File: config.mk
export PLATFORM = sky130hd
export DESIGN_NAME = systolic_row_feeder
export DESIGN_NICKNAME = d
export VERILOG_FILES = /design/src/rtl/systolic_feeder_pkg.sv /design/src/rtl/systolic_feeder_lane.sv /design/src/rtl/systolic_row_feeder.sv
export SDC_FILE = /design/constraint.sdc
export NUM_CORES = 1
export LEC_CHECK = 0
export BUFFER_PORTS_ARGS = -buffer_cell sky130_fd_sc_hd__buf_4
export CAP_MARGIN = 20
export CORE_UTILIZATION = 27
export DETAILED_ROUTE_END_ITERATION = 10
export GPL_ROUTABILITY_DRIVEN = 0
export RECOVER_POWER = 25
export SETUP_SLACK_MARGIN = 0.02
export SYNTH_ARGS = -nofsm -noshare
export SYNTH_HDL_FRONTEND = slang
export SYNTH_HIERARCHICAL = 1
export SYNTH_SLANG_ARGS = --single-unit
File: constraint.sdc
create_clock -name clk -period 5.2 [get_ports clk]
set_input_delay 0.26 -clock clk [delete_from_list [all_inputs] [get_ports clk]]
set_output_delay 0.26 -clock clk [all_outputs]
set_load 0.05 [all_outputs]
File: src/rtl/systolic_feeder_pkg.sv
// -----------------------------------------------------------------------------
// systolic_feeder_pkg
//   Shared types and sizing helpers for the systolic row feeder.
//   - state_t    : feeder control states (IDLE, LOADED, SHIFT)
//   - chunks()   : number of N-bit chunks in an S-bit word
//   - cnt_width(): bits needed to hold the values 0..max_val
// -----------------------------------------------------------------------------
package systolic_feeder_pkg;

   typedef enum logic [1:0] {
      IDLE   = 2'd0,
      LOADED = 2'd1,
      SHIFT  = 2'd2
   } state_t;

   function automatic int chunks(input int s, input int n);
      return s / n;
   endfunction

   // Always at least one bit, even for a degenerate range.
   function automatic int cnt_width(input int max_val);
      return (max_val < 1) ? 1 : $clog2(max_val + 1);
   endfunction

endpackage

File: src/rtl/systolic_feeder_lane.sv
// -----------------------------------------------------------------------------
// systolic_feeder_lane
//   One row of the feeder: an S-bit operand register that emits its word
//   LSB-first, N bits per enabled cycle, through a registered chunk output.
//   Optional feature macro: RING_RECIRC_EN
//     defined   : the word rotates right by N (emitted chunk re-enters at MSB),
//                 so after S/N shifts the original word is restored.
//     undefined : logical right shift by N with zero fill.
//
//   Ports
//     clk       in  1  clock
//     clear     in  1  synchronous clear of word and chunk registers
//     load_en   in  1  capture load_data into the word register
//     shift_en  in  1  emit the low chunk and advance the word by N
//     load_data in  S  operand word
//     chunk     out N  registered chunk; 0 whenever shift_en was low
// -----------------------------------------------------------------------------
module systolic_feeder_lane
   import systolic_feeder_pkg::*;
#(
   parameter int S = 8,
   parameter int N = 2
) (
   input  logic         clk,
   input  logic         clear,
   input  logic         load_en,
   input  logic         shift_en,
   input  logic [S-1:0] load_data,
   output logic [N-1:0] chunk
);

   localparam int C = chunks(S, N);

   logic [S-1:0] word;
   logic [S-1:0] next_word;

   // With a single chunk per word there are no upper bits to move down,
   // so that case is handled separately to avoid an empty part-select.
   generate
      if (C == 1) begin : g_single
`ifdef RING_RECIRC_EN
         assign next_word = word;
`else
         assign next_word = '0;
`endif
      end else begin : g_multi
`ifdef RING_RECIRC_EN
         assign next_word = {word[N-1:0], word[S-1:N]};
`else
         assign next_word = {{N{1'b0}}, word[S-1:N]};
`endif
      end
   endgenerate

   // NOTE: sequential state uses non-blocking assignments so every register
   // samples the pre-edge value of word, independent of statement order.
   always_ff @(posedge clk) begin
      if (clear) begin
         word  <= '0;
         chunk <= '0;
      end else begin
         if (load_en)
            word <= load_data;
         else if (shift_en)
            word <= next_word;
         chunk <= shift_en ? word[N-1:0] : '0;
      end
   end

endmodule

File: src/rtl/systolic_row_feeder.sv
// -----------------------------------------------------------------------------
// systolic_row_feeder
//   Loads one S-bit operand word per array row and streams each word
//   LSB-first as N-bit chunks; row r starts r cycles after row 0, producing
//   the diagonal wavefront the systolic array consumes.
//   Optional feature macro: RING_RECIRC_EN
//     defined   : rows rotate, pass ends in LOADED so start can replay.
//     undefined : rows zero-fill, pass ends in IDLE and a new load is needed.
//
//   Ports
//     clk       in  1       clock
//     rst       in  1       synchronous active-high reset
//     load      in  1       capture in_data (IDLE, or LOADED without start)
//     in_data   in  ROWS*S  row r word at [r*S +: S]
//     start     in  1       begin a streaming pass (LOADED only)
//     shift_out out ROWS*N  row r chunk at [r*N +: N], registered
//     out_valid out ROWS    bit r high when row r carries a real chunk
//     busy      out 1       high while in SHIFT
//     done      out 1       one-cycle pulse after a pass completes
// -----------------------------------------------------------------------------
module systolic_row_feeder
   import systolic_feeder_pkg::*;
#(
   parameter int S    = 8,
   parameter int N    = 2,
   parameter int ROWS = 4
) (
   input  logic              clk,
   input  logic              rst,
   input  logic              load,
   input  logic [ROWS*S-1:0] in_data,
   input  logic              start,
   output logic [ROWS*N-1:0] shift_out,
   output logic [ROWS-1:0]   out_valid,
   output logic              busy,
   output logic              done
);

   localparam int C    = chunks(S, N);
   localparam int PASS = C + ROWS - 1;
   // cnt runs 0..PASS-1 while chunks flow, then sits at PASS for the
   // wrap-up edge that clears the outputs and pulses done.
   localparam int CW   = cnt_width(PASS);

   state_t          state;
   logic [CW-1:0]   cnt;
   logic [ROWS-1:0] active;
   logic            load_fire;

   // start has priority over load in LOADED; load is ignored in SHIFT.
   always_comb begin
      load_fire = load && ((state == IDLE) || ((state == LOADED) && !start));
   end

   // Row r is active for cnt in [r, r+C); at cnt == PASS no row qualifies.
   // NOTE: every always_comb output gets a default first so no latch forms.
   always_comb begin
      active = '0;
      if (state == SHIFT) begin
         for (int r = 0; r < ROWS; r++) begin
            active[r] = (int'(cnt) >= r) && (int'(cnt) < r + C);
         end
      end
   end

   generate
      for (genvar r = 0; r < ROWS; r++) begin : g_lane
         systolic_feeder_lane #(
            .S (S),
            .N (N)
         ) u_lane (
            .clk       (clk),
            .clear     (rst),
            .load_en   (load_fire),
            .shift_en  (active[r]),
            .load_data (in_data[r*S +: S]),
            .chunk     (shift_out[r*N +: N])
         );
      end
   endgenerate

   always_ff @(posedge clk) begin
      if (rst) begin
         state     <= IDLE;
         cnt       <= '0;
         out_valid <= '0;
         busy      <= 1'b0;
         done      <= 1'b0;
      end else begin
         done      <= 1'b0;
         out_valid <= active;
         case (state)
            IDLE: begin
               if (load)
                  state <= LOADED;
            end
            LOADED: begin
               if (start) begin
                  cnt   <= '0;
                  busy  <= 1'b1;
                  state <= SHIFT;
               end
            end
            SHIFT: begin
               if (cnt == CW'(PASS)) begin
                  cnt  <= '0;
                  busy <= 1'b0;
                  done <= 1'b1;
`ifdef RING_RECIRC_EN
                  state <= LOADED;
`else
                  state <= IDLE;
`endif
               end else begin
                  cnt <= cnt + 1'b1;
               end
            end
            default: state <= IDLE;
         endcase
      end
   end

endmodule
==> impl_metrics.ini <==
[logic_synthesis]
ys_ff_latch = 51
synth.yosys.seq_area_share_pct = 43.78
yosysWarnings = 6
netlist_instances = 225
mappedNetlistArea_sq_um = 2332
synth.avg_cell_area_sq_um = 10.37
synth_cell_types = 31
synth_fp_nets = 265

[clock_tree]
cts_tree = built
cts_hold_buf = 0
clock_sinks = 51
cts_root_buffer = clkbuf_8
clk_latency_ps = 300
htree_levels = 2
cts_resized = 0
postCtsSetupRepairBufs = 0
cts_inserted_buffers = 5
cts.path.max_buffers = 2
clkTransAtPathRegs_ps = 100

[power]
p_leak_nw = 1.035
power_frac_seq_pct = 55.3
pwr_density_cell_nw_per_um2 = 283.5
combPwrFrac_pct = 14.1
p_switching_uw = 207.3
p_total_uw = 779.3
clkPwrFrac_pct = 30.6
internal_power_uw = 572.0
ir_drop_v = 0.00009593
p_sw_share_pct = 26.60

[sta]
finalHoldViolCount = 0
setup_violations = 0
whs_ps = 205.1
min_period_ps = 2302
slew_viol_final = 0
post-route-period-util_pct = 44.26
max_slew_margin_pct = 42.87
final.setup_skew_ps = 10.51
worst_slack_ps = 2898
max_freq_mhz = 434.5
worst_pin_slew_ps = 855.1
tns_ps = 0
rsz0062_at_grt = false

[routing]
drc = 0
drtPass1Iterations = 4
wl_um = 4342
postRouteAntennaNets = 0
via_per_inst = 4.372
vias = 1622
dr.first_iter.drc_count = 22
wl_per_cell_um = 11.70

[final_layout]
drive_gt1_share_pct = 27.44
fin_util_pct = 33.12
layout.nets = 305
stdcell_count = 371
area_delta_synth_final_pct = 17.86
stdcell_area_sq_um = 2749
diodes = 0

[setup_path]
cp-end-kind = flip-flop
cp.required_ps = 5420
path_max_fanout = 10
critPathKind = reg2reg
cp.arrival_ps = 2520
critPathLaunchType = flip-flop

[place]
placedCellCount = 363
postPlaceCellArea_sq_um = 2708
pre_cts_ws_ps = 2893
io_buffers = 49
hpwl_um = 2992

[global_routing]
grt_overflow = 0
grtUsageTotal_pct = 10.16
antenna_found_initial = 0
grt_max_degree = 51
grt_pass1_vias = 1570
grt_pass1_wl_um = 7293

[die]
core_sq_um = 8299
initial_utilization_pct = 28.10
ios = 50
die-area_sq_um = 9014
die_h_um = 94.94
fp-row-count = 33
fp.dieW_um = 94.94

[run]
drv_cap = 0

[hold_path]
hp-class = in2reg

[status]
outcome = finished, final reports clean
-- per-layer routing --
metal | vias to the layer above | part of all wire (%) | GRT usage [%] | routed length [um]
met3 | 2 | 5.5 | 2.657 | 238
met1 | 718 | 53 | 14.52 | 2292
met4 | 0 | 0.23 | 2.273 | 10
li1 | 865 | - | - | -
met2 | 37 | 41 | 15.17 | 1800
met5 | - | 0 | 0 | 0
-- sequential cells by signal, summed over array words and instances (netlist names) --
name	cells
busy	1
state	2
g_lane.u_lane/word	32
out_valid	4
g_lane.u_lane/chunk	8
done	1
cnt	3
-- worst paths after layout --
| check | start | to | slack, ps | depth (start not counted) |
|---|---|---|---|---|
| hold / removal | in_data[15] | g_lane[1].u_lane/word[7] | 210 | 3 |
| hold reg to reg | busy | busy | 480 | 2 |
| setup / recovery | cnt[1] | g_lane[3].u_lane/word[2] | 2900 | 7 |
| setup reg to reg | cnt[1] | g_lane[3].u_lane/word[2] | 2900 | 7 |
-- layout make-up --
class,instances,area (sq um)
fill,867,5550
multi-input combinational,149,1142
sequential,51,1021
timing repair buffer,50,326.6
tap,105,131.4
clock buffer,5,68.82
inverter,8,30.03
clock inverter,3,28.78
-- critical path, stage by stage (launching register included) --
cell and delay [ps]:
dfxtp_1 480, ha_1 230, ha_1 140, a211oi_1 40
a31oi_1 170, nor2b_1 710, mux2i_1 170, a211oi_1 280
-- cell usage in the layout, fill, tap and decap left out, types with 5 or more instances in the layout --
| cell | count |
|---|---|
| clkbuf_8 | 5 |
| a211oi_1 | 25 |
| nor2_1 | 10 |
| mux2i_1 | 24 |
| nor2b_2 | 24 |
| dfxtp_1 | 51 |
| a21oi_1 | 10 |
| buf_4 | 37 |
| inv_1 | 8 |
| or3b_1 | 8 |
| and3b_1 | 8 |
| clkbuf_1 | 13 |
| nand2_1 | 13 |
-- synth_stat cells (all sizes together) --
master,count,area (sq um)
buf,13,128.9
xnor2,1,8.760
o21ai,2,10.01
o21a,1,7.510
nand3b,1,7.510
nor2b,26,222.7
inv,8,30.03
and2,2,12.51
a31oi,1,6.260
clkbuf,4,15.01
mux2i,24,240.2
nor3,4,20.02
nand2,13,48.80
dfxtp,51,1021
nand3,1,5.000
nor2,10,37.54
ha,4,50.05
a211oi,26,195.2
a2111oi,2,30.03
mux2,1,11.26
or3,1,6.260
or4,1,7.510
and3b,8,70.07
a21oi,10,50.05
nand2b,2,20.02
or3b,8,70.07
-- kinds of logic (layout without fill, tap and decap cells) --
group	after synthesis	after routing	share of synthesized area (%)
muxes	25	25	10.78
adders and majority gates	4	4	2.146
and+or+nand+nor	77	77	22.64
xor gates and xnor gates	1	1	0.3756
DFF	51	51	43.78
buffers and inverters	25	66	7.457
AOI/OAI and AO/OA	42	42	12.82
-- power groups by stage --
| stage | logic [mW] | registers, mW | clock network, mW |
|---|---|---|---|
| floorplan | 0.0798 | 0.438 | 0 |
| global placement | 0.110 | 0.440 | 0 |
| detailed placement | 0.112 | 0.440 | 0 |
| CTS | 0.112 | 0.432 | 0.253 |
| global route | 0.123 | 0.435 | 0.268 |
| finish | 0.110 | 0.431 | 0.239 |
No activity file was read; power rests on OpenSTA's default activity.
